<file path="src/rtl/seg7_scan_driver.sv">
// Multiplexed 7-segment driver: accepts a binary value, converts it to BCD
// with a serial shift-add-3 engine, and scans the digits with registered outputs.
module seg7_scan_driver #(
  parameter int DIGITS      = 2,
  parameter int VAL_W       = 7,
  parameter int REFRESH_DIV = 1000
) (
  input  logic              clk,
  input  logic              rst,
  input  logic              val_valid,
  input  logic [VAL_W-1:0]  val_data,
  output logic              val_ready,
  input  logic              blank,
  input  logic              lz_blank,
  input  logic              seg_pol,
  input  logic              com_pol,
  output logic [7:0]        seg_out,
  output logic [DIGITS-1:0] com_out,
  output logic              busy,
  output logic              ovf
);

  // state  | meaning
  // IDLE   | waiting for val_valid, val_ready high
  // CONV   | one shift-add-3 step per cycle, VAL_W cycles
  // COMMIT | load display nibbles and ovf, back to IDLE

  localparam int NB    = 5;  // enough BCD nibbles for a 14-bit value
  localparam int BCD_W = 4 * NB;
  localparam int CNT_W = (VAL_W > 1) ? $clog2(VAL_W) : 1;
  localparam int REF_W = $clog2(REFRESH_DIV);
  localparam int IDX_W = (DIGITS > 1) ? $clog2(DIGITS) : 1;

  typedef enum logic [1:0] {S_IDLE, S_CONV, S_COMMIT} state_t;

  state_t              state_q, state_d;
  logic [VAL_W-1:0]    bin_q, bin_d;
  logic [BCD_W-1:0]    bcd_q, bcd_d, bcd_adj;
  logic [CNT_W-1:0]    cnt_q, cnt_d;
  logic [4*DIGITS-1:0] disp_q, disp_d;
  logic                ovf_q, ovf_d, ovf_chk;
  logic                loaded_q, loaded_d;
  logic [REF_W-1:0]    ref_q, ref_d;
  logic [IDX_W-1:0]    idx_q, idx_d, sel_idx;
  logic [7:0]          seg_q, seg_d;
  logic [DIGITS-1:0]   com_q, com_d;
  logic [3:0]          sel_nib;
  logic                sup;
  logic [6:0]          pat;

  function automatic logic [6:0] seg7_dec(input logic [3:0] d);
    case (d)
      4'd0:    seg7_dec = 7'h3F;
      4'd1:    seg7_dec = 7'h06;
      4'd2:    seg7_dec = 7'h5B;
      4'd3:    seg7_dec = 7'h4F;
      4'd4:    seg7_dec = 7'h66;
      4'd5:    seg7_dec = 7'h6D;
      4'd6:    seg7_dec = 7'h7D;
      4'd7:    seg7_dec = 7'h07;
      4'd8:    seg7_dec = 7'h7F;
      4'd9:    seg7_dec = 7'h6F;
      default: seg7_dec = 7'h00;
    endcase
  endfunction

  always_comb begin : fsm_next
    state_d  = state_q;
    bin_d    = bin_q;
    bcd_d    = bcd_q;
    cnt_d    = cnt_q;
    disp_d   = disp_q;
    ovf_d    = ovf_q;
    loaded_d = loaded_q;
    bcd_adj  = bcd_q;
    ovf_chk  = 1'b0;
    for (int k = 0; k < NB; k++) begin
      if (bcd_q[4*k +: 4] >= 4'd5) bcd_adj[4*k +: 4] = bcd_q[4*k +: 4] + 4'd3;
      if (k >= DIGITS) ovf_chk = ovf_chk | (|bcd_q[4*k +: 4]);
    end
    case (state_q)
      S_IDLE: begin
        if (val_valid) begin
          bin_d   = val_data;
          bcd_d   = '0;
          cnt_d   = CNT_W'(VAL_W - 1);
          state_d = S_CONV;
        end
      end
      S_CONV: begin
        {bcd_d, bin_d} = {bcd_adj, bin_q} << 1;
        if (cnt_q == '0) state_d = S_COMMIT;
        else             cnt_d   = cnt_q - 1'b1;
      end
      S_COMMIT: begin
        disp_d   = bcd_q[4*DIGITS-1:0];
        ovf_d    = ovf_chk;
        loaded_d = 1'b1;
        state_d  = S_IDLE;
      end
      default: state_d = S_IDLE;
    endcase
  end

  always_comb begin : scan_next
    ref_d = ref_q + 1'b1;
    idx_d = idx_q;
    if (ref_q == REF_W'(REFRESH_DIV - 1)) begin
      ref_d = '0;
      idx_d = (idx_q == IDX_W'(DIGITS - 1)) ? '0 : idx_q + 1'b1;
    end
  end

  // Reset is folded in here so the output registers show the reset pattern
  // on the very edge that resets the scan.
  always_comb begin : out_next
    sel_idx = rst ? '0 : idx_q;
    sel_nib = '0;
    sup     = 1'b0;
    pat     = '0;
    com_d   = '0;
    for (int i = 0; i < DIGITS; i++) begin
      if (IDX_W'(i) == sel_idx) begin
        sel_nib = disp_q[4*i +: 4];
        sup     = (i > 0);
        for (int j = 0; j < DIGITS; j++) begin
          if (j >= i && disp_q[4*j +: 4] != 4'd0) sup = 1'b0;
        end
      end
      com_d[i] = (IDX_W'(i) == sel_idx && !blank) ? com_pol : ~com_pol;
    end
    if (rst || !loaded_q || blank) pat = '0;
    else if (ovf_q)                pat = 7'h40;
    else if (lz_blank && sup)      pat = '0;
    else                           pat = seg7_dec(sel_nib);
    seg_d = seg_pol ? {1'b0, pat} : ~{1'b0, pat};
  end

  always_ff @(posedge clk) begin
    if (rst) begin
      state_q  <= S_IDLE;
      bin_q    <= '0;
      bcd_q    <= '0;
      cnt_q    <= '0;
      disp_q   <= '0;
      ovf_q    <= 1'b0;
      loaded_q <= 1'b0;
      ref_q    <= '0;
      idx_q    <= '0;
    end else begin
      state_q  <= state_d;
      bin_q    <= bin_d;
      bcd_q    <= bcd_d;
      cnt_q    <= cnt_d;
      disp_q   <= disp_d;
      ovf_q    <= ovf_d;
      loaded_q <= loaded_d;
      ref_q    <= ref_d;
      idx_q    <= idx_d;
    end
    seg_q <= seg_d;
    com_q <= com_d;
  end

  assign val_ready = (state_q == S_IDLE);
  assign busy      = (state_q != S_IDLE);
  assign ovf       = ovf_q;
  assign seg_out   = seg_q;
  assign com_out   = com_q;

endmodule

</file>
<file path="config.mk">
export PLATFORM = sky130hd
export DESIGN_NAME = seg7_scan_driver
export DESIGN_NICKNAME = d
export VERILOG_FILES = /design/src/rtl/seg7_scan_driver.sv
export SDC_FILE = /design/constraint.sdc
export NUM_CORES = 1
export LEC_CHECK = 0
export BUFFER_PORTS_ARGS = -buffer_cell sky130_fd_sc_hd__buf_2
export CAP_MARGIN = 20
export CORE_MARGIN = 5
export CORE_UTILIZATION = 38
export DETAILED_ROUTE_END_ITERATION = 10
export SLEW_MARGIN = 15
export SYNTH_ARGS = -nofsm -noshare
export SYNTH_HDL_FRONTEND = slang
export SYNTH_SLANG_ARGS = --single-unit
</file>
<file path="constraint.sdc">
create_clock -name clk -period 2.69 [get_ports clk]
set_clock_uncertainty 0.2 [all_clocks]
set_input_delay 0.1345 -clock clk [delete_from_list [all_inputs] [get_ports clk]]
set_output_delay 0.1345 -clock clk [all_outputs]
set_load 0.05 [all_outputs]
</file>
==> reports/summary.txt <==
via/cell ratio = 5.08
Worst Setup Slack, final = 269 ps
leading cell types by total area after synthesis = dfxtp_1 39%, ha_1 8.2%, xnor2_1 6.8%, nor2_1 5.8%, a21oi_1 4.8%
post-synthesis cell type count = 46
initial antenna violation count = 0
portion of the clock cycle consumed by the worst path in the final layout = 90.0%
average cell area after synthesis = 8.47 sq um
combined area of all synthesized cells = 3210 sq um
worst setup path class = register to register
Peak VDD IR = 0.288 mV
critical path data required time = 2710 ps
utilization of the core after routing = 45.2%
most instantiated library cell after synthesis = dfxtp_1
post-DR wirelength/cell = 12.3 um
uppermost layer routed = met4
power density over the cells = 595 nW/um^2
final setup violation count = 0
Synth top cells by count = 63 x dfxtp_1, 50 x nor2_1, 32 x nand2_1
maximum clock path buffer count = 2
root buffer cell = clkbuf_8
r2r setup slk = 270 ps
TritonCTS clock tree = done
crit start category = register
half-perimeter wire length after detailed placement = 4400 um
area share of the largest cell type after synthesis = 39.3%
cells resized by post-CTS repair = 0
placement-stage cell area = 3420 sq um
total leakage power = 1.44 nW
clock insertion delay at the later pin of the skew report = 330 ps
vias after detailed routing = 2627
Slew Limit Headroom = 53.1%
Num CTS Buffers = 9
DR pass1 iterations = 4
total number of H-tree levels = 3
number of failing hold endpoints at the final stage = 0
post-place setup slack = 277 ps
flops & latches, synth = 63
Synth area leader = dfxtp_1
diode insertion count for antenna repair = 0
GRT Util Overall = 12.8%
wire length on met1 = 3050 um
synthesized instance count = 379
CP Capture Type = register
Layout fillers = 806
Top FF cell, synth = dfxtp_1
total count of max-transition violations in the final report = 0
run status = completed
HP Class = primary input to register
initial core utilization = 39.1%
Post-layout nets = 442
number of DRC markers after the initial detailed-route iteration = 105
vias in the first global route = 2447
Maximum Capacitance Violations = 0
Synthesized Nets = 414
total negative slack for setup checks = 0 ps
CTS sink count = 63
I/O pin cnt = 27
remaining number of nets flagged by the antenna check after routing = 0
routed length on met3 = 258 um
clock edge transition at the registers on the reported setup and hold paths = 70 ps
Area Growth Syn to Fin = 15.7%
count of flip-flops with a built-in enable after synthesis = 0
placeable core area = 8220 sq um
remaining routing DRC violations = 0
signal arrival time at the worst endpoint = 2440 ps
Worst Path Max Fanout = 5
y dimension of the die = 102 um
pin slew with the least headroom to its limit = 702 ps
num rows = 33
buffer count from post-CTS setup fixing = 0
count of buffers from port buffering = 26
proportion of layout cells with a drive suffix above 1 = 14.3%
routability congestion estimate = 0.833
first-pass GRT wire length = 10800 um
Die Wd = 102 um
aggregate routed wire length = 6350 um
detailed-routed wire length on met2 = 2960 um
hold buffer count at cts = 6
RSZ-0062 raised after global routing = no
share of flip-flops with an asynchronous set or reset after synthesis = 0%
sequential cell area fraction in the yosys report = 39.3%
grt ovf = 0
clock period minus worst slack = 2420 ps
highest attainable clock frequency = 413 MHz
post-route design area = 3720 sq um
maximum number of pins on one net before global-route repair = 50
total of warnings raised by yosys = 0
die area = 10400 sq um
## final timing paths
kind               start    endpoint  cells after the start
min reg2reg     ref_q[0]    ref_q[0]                      1
max reg2reg        idx_q  seg_out[6]                      9
min          val_data[6]    bin_q[6]                      4
max                idx_q  seg_out[6]                      9
## cell families (layout without fill, tap and decap cells)
group | after synthesis | count (layout) | synth area share [%]
adder cells (fa/ha/maj) | 21 | 21 | 8.18
AO/OA/AOI/OAI | 82 | 82 | 16.8
XOR/XNOR | 27 | 27 | 7.36
multiplexers | 8 | 8 | 3.19
buffers and inverters | 43 | 76 | 5.26
AND/OR/NAND/NOR | 135 | 135 | 19.9
flip-flops | 63 | 63 | 39.3
## report_power, final
part	switching (mW)	leakage (nW)	internal [mW]
sequential	0.0330	0.515	0.974
clock	0.367	0.112	0.571
combinational	0.175	0.818	0.0912
total	0.575	1.44	1.64
## registers in the layout, indices dropped and copies added (netlist names), 2 cells and up
signal and flops:
seg_out 8, disp_q 8, state_q 2, bcd_q 20, cnt_q 3, com_out 2
ref_q 10, bin_q 7
## per-layer routing
| metal | up-vias | track usage, % |
|---|---|---|
| li1 | 1348 | - |
| met1 | 1232 | 15.5 |
| met2 | 38 | 22.5 |
| met3 | 9 | 2.73 |
| met4 | 0 | 4.54 |
| met5 | - | 0 |
## layout by cell type, fill, tap and decap left out, drive strengths merged, types with 8 or more instances in the layout
cell / instances
nor2: 51
clkbuf: 11
a21oi: 31
a22oi: 8
ha: 21
xnor2: 25
nor3: 8
dfxtp: 63
buf: 30
o21ai: 11
nand2: 32
nand3: 10
nand2b: 11
o211ai: 9
inv: 24
## worst max-delay path, stage by stage (launching register included)
cell	delay (ps)
dfxtp_1	400
nor2b_2	200
mux2i_1	380
inv_1	110
ha_1	230
nor4bb_1	260
a31oi_1	70
a32oi_1	220
o211ai_1	120
xnor2_1	130
## final cells by class
cell class / instances / area, sq um / share of cell area, %
repair buffers: 36 / 220 / 5.93
inverters: 24 / 90.1 / 2.42
clock buffers: 11 / 151 / 4.07
flip-flops and latches: 63 / 1260 / 33.9
well taps: 105 / 131 / 3.54
multi-input cells: 273 / 1780 / 47.9
clock inverters: 5 / 80.1 / 2.15
## stage by stage
stage	power (mW)	std cells	hold WS, ps
after floorplan	1.22	379	33.1
after global placement	1.28	495	160
after detailed placement	1.29	495	164
after CTS	2.24	517	25.2
after global routing	2.32	517	42.3
final	2.21	517	42.0
(Power assumes the default switching activity.)
